--- src/rtl/tnoc_fifo_arbiter_pkg.sv ---
// Shared types and a reference round-robin select function for the tnoc arbiters.
// Used by tnoc_fifo_arbiter (optional output register: TNOC_FIFO_ARBITER_OUTPUT_REG_EN).
package tnoc_fifo_arbiter_pkg;

  localparam int unsigned TNOC_MAX_REQ = 16;
  localparam int unsigned TNOC_IDX_W   = 4;

  typedef enum logic {
    IDLE   = 1'b0,
    LOCKED = 1'b1
  } tnoc_arb_state_e;

  typedef struct packed {
    logic                    found;
    logic [TNOC_MAX_REQ-1:0] grant;
    logic [TNOC_IDX_W-1:0]   idx;
  } tnoc_rr_sel_t;

  // First set bit of req at or above ptr, wrapping within the low n bits.
  function automatic tnoc_rr_sel_t rr_select(input logic [TNOC_MAX_REQ-1:0] req,
                                             input logic [TNOC_IDX_W-1:0]   ptr,
                                             input int unsigned             n = TNOC_MAX_REQ);
    tnoc_rr_sel_t r;
    int unsigned  j;
    r = '0;
    for (int unsigned k = 0; k < n; k++) begin
      j = (32'(ptr) + k) % n;
      if (!r.found && req[j]) begin
        r.found    = 1'b1;
        r.idx      = TNOC_IDX_W'(j);
        r.grant[j] = 1'b1;
      end
    end
    return r;
  endfunction

endpackage

--- src/rtl/tnoc_fifo_arbiter_rr_select.sv ---
// Combinational round-robin selector: rotate by ptr, priority-encode, un-rotate.
// Shared by tnoc_fifo_arbiter and later router arbiters.
module tnoc_rr_select
  import tnoc_fifo_arbiter_pkg::*;
#(
  parameter int unsigned REQUESTERS = 2
) (
  input  logic [REQUESTERS-1:0]         req_i,
  input  logic [$clog2(REQUESTERS)-1:0] ptr_i,
  output logic [REQUESTERS-1:0]         grant_o,
  output logic [$clog2(REQUESTERS)-1:0] idx_o,
  output logic                          found_o
);

  localparam int unsigned IW = $clog2(REQUESTERS);

  logic [REQUESTERS-1:0] rot;
  logic [IW-1:0]         off;

  // Operands are always below 2*REQUESTERS, so one conditional subtract wraps.
  function automatic int unsigned wrap(input int unsigned v);
    return (v >= REQUESTERS) ? v - REQUESTERS : v;
  endfunction

  always_comb begin
    rot = '0;
    for (int unsigned i = 0; i < REQUESTERS; i++) begin
      rot[i] = req_i[wrap(i + 32'(ptr_i))];
    end

    found_o = 1'b0;
    off     = '0;
    for (int unsigned i = 0; i < REQUESTERS; i++) begin
      if (!found_o && rot[i]) begin
        found_o = 1'b1;
        off     = IW'(i);
      end
    end

    idx_o   = IW'(wrap(32'(off) + 32'(ptr_i)));
    grant_o = '0;
    if (found_o) grant_o[idx_o] = 1'b1;
  end

endmodule

--- src/rtl/tnoc_fifo_arbiter.sv ---
// Packet-aware round-robin arbiter popping one of REQUESTERS FIFOs onto a valid/ready channel.
// Define TNOC_FIFO_ARBITER_OUTPUT_REG_EN to insert a one-entry registered output stage.
module tnoc_fifo_arbiter
  import tnoc_fifo_arbiter_pkg::*;
#(
  parameter int unsigned REQUESTERS = 2,
  parameter int unsigned WIDTH      = 8
) (
  input  logic                              clk,
  input  logic                              rst,
  input  logic                              i_clear,
  input  logic [REQUESTERS-1:0]             i_empty,
  input  logic [REQUESTERS-1:0][WIDTH-1:0]  i_data,
  input  logic [REQUESTERS-1:0]             i_tail,
  output logic [REQUESTERS-1:0]             o_pop,
  output logic [REQUESTERS-1:0]             o_grant,
  output logic                              o_valid,
  output logic [WIDTH-1:0]                  o_data,
  output logic                              o_tail,
  input  logic                              i_ready
);

  localparam int unsigned IW = $clog2(REQUESTERS);

  tnoc_arb_state_e state_q, state_d;
  logic [IW-1:0]   rr_ptr_q, rr_ptr_d;
  logic [IW-1:0]   lock_idx_q, lock_idx_d;

  logic [REQUESTERS-1:0] sel_grant;
  logic [IW-1:0]         sel_idx;
  logic                  sel_found;

  logic [IW-1:0] g_idx;
  logic          has_grant;
  logic          head_valid;
  logic          pop_en;

  function automatic logic [IW-1:0] next_idx(input logic [IW-1:0] g);
    return (32'(g) == REQUESTERS - 1) ? '0 : g + IW'(1);
  endfunction

  tnoc_rr_select #(
    .REQUESTERS(REQUESTERS)
  ) u_rr_select (
    .req_i   (~i_empty),
    .ptr_i   (rr_ptr_q),
    .grant_o (sel_grant),
    .idx_o   (sel_idx),
    .found_o (sel_found)
  );

  // Outputs are combinational, so the asynchronous reset also masks the grant directly.
  always_comb begin
    if (state_q == LOCKED) begin
      g_idx     = lock_idx_q;
      has_grant = !rst;
    end else begin
      g_idx     = sel_idx;
      has_grant = sel_found & !rst;
    end
    o_grant = '0;
    if (has_grant) o_grant = (state_q == LOCKED) ? REQUESTERS'(1) << g_idx : sel_grant;
    head_valid = has_grant & !i_empty[g_idx];
  end

  always_comb begin
    state_d    = state_q;
    rr_ptr_d   = rr_ptr_q;
    lock_idx_d = lock_idx_q;
    if (i_clear) begin
      state_d    = IDLE;
      rr_ptr_d   = '0;
      lock_idx_d = '0;
    end else if (pop_en) begin
      if (i_tail[g_idx]) begin
        state_d  = IDLE;
        rr_ptr_d = next_idx(g_idx);
      end else begin
        state_d    = LOCKED;
        lock_idx_d = g_idx;
      end
    end
  end

  always_ff @(posedge clk or posedge rst) begin
    if (rst) begin
      state_q    <= IDLE;
      rr_ptr_q   <= '0;
      lock_idx_q <= '0;
    end else begin
      state_q    <= state_d;
      rr_ptr_q   <= rr_ptr_d;
      lock_idx_q <= lock_idx_d;
    end
  end

`ifdef TNOC_FIFO_ARBITER_OUTPUT_REG_EN
  logic             valid_q;
  logic [WIDTH-1:0] data_q;
  logic             tail_q;

  assign pop_en = head_valid & (!valid_q | i_ready) & !i_clear;

  always_ff @(posedge clk or posedge rst) begin
    if (rst) begin
      valid_q <= 1'b0;
      data_q  <= '0;
      tail_q  <= 1'b0;
    end else if (i_clear) begin
      valid_q <= 1'b0;
    end else if (pop_en) begin
      valid_q <= 1'b1;
      data_q  <= i_data[g_idx];
      tail_q  <= i_tail[g_idx];
    end else if (i_ready) begin
      valid_q <= 1'b0;
    end
  end

  assign o_valid = valid_q;
  assign o_data  = data_q;
  assign o_tail  = valid_q & tail_q;
`else
  assign pop_en  = head_valid & i_ready & !i_clear;
  assign o_valid = head_valid;
  assign o_data  = i_data[g_idx];
  assign o_tail  = head_valid & i_tail[g_idx];
`endif

  assign o_pop = pop_en ? o_grant : '0;

endmodule

--- config.mk ---
export PLATFORM = sky130hd
export DESIGN_NAME = tnoc_fifo_arbiter
export DESIGN_NICKNAME = d
export VERILOG_FILES = /design/src/rtl/tnoc_fifo_arbiter_pkg.sv /design/src/rtl/tnoc_fifo_arbiter_rr_select.sv /design/src/rtl/tnoc_fifo_arbiter.sv
export SDC_FILE = /design/constraint.sdc
export NUM_CORES = 1
export LEC_CHECK = 0
export ABC_AREA = 1
export CAP_MARGIN = 5
export CORE_UTILIZATION = 34
export DETAILED_ROUTE_END_ITERATION = 12
export PLACE_DENSITY = 0.82
export SETUP_SLACK_MARGIN = 0.15
export SYNTH_ARGS = -nofsm -noshare
export SYNTH_HDL_FRONTEND = slang
export SYNTH_HIERARCHICAL = 1
export SYNTH_SLANG_ARGS = --single-unit
--- constraint.sdc ---
create_clock -name clk -period 2.1 [get_ports clk]
set_clock_uncertainty 0.05 [all_clocks]
set_input_delay 0.21 -clock clk [delete_from_list [all_inputs] [get_ports clk]]
set_output_delay 0.21 -clock clk [all_outputs]
set_load 0.05 [all_outputs]
==> results.cfg <==
[timing]
post-route-min-period_ns = 2.04
setup_total_negative_slack_ns = 0
tightest_slew_ns = 0.495
finalSetupViolations = 0
timing.slew.headroom_pct = 66.6
period_share_pct = 97.0
clock.fmax_ghz = 0.491
final.setup.worst_slack_ns = 0.0629
grt_setup_unrepaired = true
timing_hold_violations_final = 0
slew_viol_final = 0

[floorplan]
floorplan.rows = 12
die_area_mm2 = 0.00152
die_w_um = 39.1
fp.dieH_um = 39.1
num_io_pins = 38
initial_core_util_pct = 39.3
core_region_area_mm2 = 0.00119

[power]
vdd_ir_max_mv = 0.495
totalPowerFinal_mw = 0.511
power.static_leakage_nw = 0.559
power.density_cell_area_mw_per_mm2 = 454

[worst_setup_path]
slowest_stage = dfrtp_2
largest_fanout_on_the_critical_path = 3
critical_path_buf_inv_count = 2
cpPeakStageDelay_ns = 0.43
path_class = flop to output pin
cp_cell_sequence = nor2_2 -> a21oi_4 -> inv_1 -> nand2_2 -> nand3_4 -> nand3_4 -> nor2_4 -> nand2_4 -> nor3_4 -> buf_12
critical_path.startpoint_type = flop
cp_common_cell = nand3_4
worst_setup_path_end_kind = output pin
arrival_ns = 1.78
cp.required_ns = 1.84
path_delay_family = simple AND/OR/NAND/NOR gates

[final_layout]
antennaDiodeCount = 0
fillCellCount = 34
area_growth_pct = 141
ratio_of_cells_with_drive_above_1_in_the_final_layout_pct = 34.1
final_common_cell = nand2_1
layout_common_cells = nand2_1 (34), clkdlybuf4s50_1 (21), buf_12 (14)
final_core_utilization_pct = 94.8
finalNetCount = 157

[place]
dpl.hpwl_um = 1340
port_buffer_count = 37
post-place-ws_ns = -0.0738
finalWeightedCongestion = 0.731

[flow_run]
max_cap_viol_count = 0

[clock_network]
cts_root_buf = clkbuf_4
numCtsBuffers = 3
tritoncts_clock_tree = built
post_cts_hold_buffer_count = 0
cts.reportedPaths.clkPinSlew_ns = 0.04
cts-htree-levels = 1
cts_num_sinks = 3
clock_latency_ns = 0.24
clockBufferDepth = 2

[drt]
wl_per_cell_um = 19.4
overall_via_count_from_detail_route = 837
drt-pass1-iter-count = 4
drt-total-wl_um = 2840
drt.antenna.violating_nets = 0
initial_detailed_routing_violation_count = 49
drc_errors = 0
dr_vias_cell = 5.73

[logic_synthesis]
syn_avg_cell_area_um2 = 5.56
ys.warnings.count = 6
yosys.cell_types.count = 16
synthesis.instances = 84
synth_fp_nets = 108
yosysSeqAreaShare_pct = 16.1
ys_ff_latch = 3
combined_area_of_all_synthesized_cells_um2 = 467

[worst_hold_path]
holdCritPathClass = input pin to asynchronous set/reset pin

[global_routing]
grt_antenna_before_repair = 0
groute.usage.overall_pct = 43.3
number_of_global_route_vias_before_repair = 933
global_route.overflow_total = 0
grt_start_max_net_pins = 10
first_pass_grt_wire_length_um = 4240

[run_status]
status = finished clean
cell usage after synthesis:
master,number,area (µm²)
nor3_1,2,10.0
nand3_2,1,10.0
nand3_4,2,35.0
a21oi_1,2,10.0
nor2_1,7,26.3
inv_1,14,52.6
nor2_4,2,22.5
clkinv_4,1,8.76
o21ai_0,3,15.0
nand2_2,1,6.26
nand3_1,2,10.0
o21ai_2,1,8.76
nand4_1,3,18.8
dfrtp_1,3,75.1
nand2_1,39,146
buf_6,1,11.3
per-stage QoR:
step | instances | area, µm² | hold WS [ns]
floorplan | 84 | 467 | -0.0864
global placement | 139 | 1020 | 0.418
detailed placement | 139 | 1020 | 0.434
CTS | 146 | 1110 | 0.187
global route | 146 | 1120 | 0.215
finish | 146 | 1120 | 0.198
state kept, by name (all words and copies together) (netlist names):
name,flops
lock_idx_q,1
rr_ptr_q,1
state_q,1
path summary, 6_finish.rpt:
check / startpoint / end / slack (ns) / cells past startpoint
max: rr_ptr_q / o_pop[0] / 0.06 / 10
min reg2reg: lock_idx_q / lock_idx_q / 0.51 / 2
max in group asynchronous: rst / rr_ptr_q / 1.65 / 2
max reg2reg: rr_ptr_q / rr_ptr_q / 0.44 / 11
min in group clk: lock_idx_q / lock_idx_q / 0.51 / 2
min: rst / state_q / 0.20 / 2
timing repair:
item	4_1_cts	5_1_grt
pin swaps	6	1
resized for setup	15	3
buffers inserted	3	0
setup endpoints to repair	11	12
hold endpoints to repair	0	0
power breakdown:
group	switching (mW)	leakage (nW)	internal (mW)
Sequential	0.00256	0.0399	0.0600
Clock	0.0388	0.0150	0.0718
Combinational	0.188	0.504	0.151
Total	0.229	0.559	0.282
per-layer routing:
layer	part of all wire, %	wire, µm	global-route usage [%]
met2	51	1450	77.5
met4	5.0	142	25.9
met1	34	953	41.0
met5	0	0	0
met3	10	288	16.2
cell families (layout without fill, tap and decap cells):
family,Yosys count,after routing,share of synthesized area (%)
buffers and inverters,16,64,15.5
AOI/OAI and AO/OA,6,6,7.24
DFF,3,3,16.1
and+or+nand+nor,59,59,61.1
worst reg2reg max path, delay by kind of cell (launching register included):
| family | cells | cell delay [ns] |
|---|---|---|
| AND/OR/NAND/NOR | 8 | 0.78 |
| AO/OA/AOI/OAI | 1 | 0.06 |
| flip-flops | 1 | 0.43 |
| buffers and inverters | 2 | 0.22 |
area by class of cell:
| type | count | area, µm² | share of cell area, % |
|---|---|---|---|
| repair buffers | 45 | 568 | 50.5 |
| multi-input cells | 65 | 375 | 33.4 |
| flip-flops and latches | 3 | 76.3 | 6.79 |
| inverters | 15 | 61.3 | 5.45 |
| clock buffers | 4 | 26.3 | 2.34 |
| well taps | 14 | 17.5 | 1.56 |
Note: power is estimated with default switching activity, not from simulation.
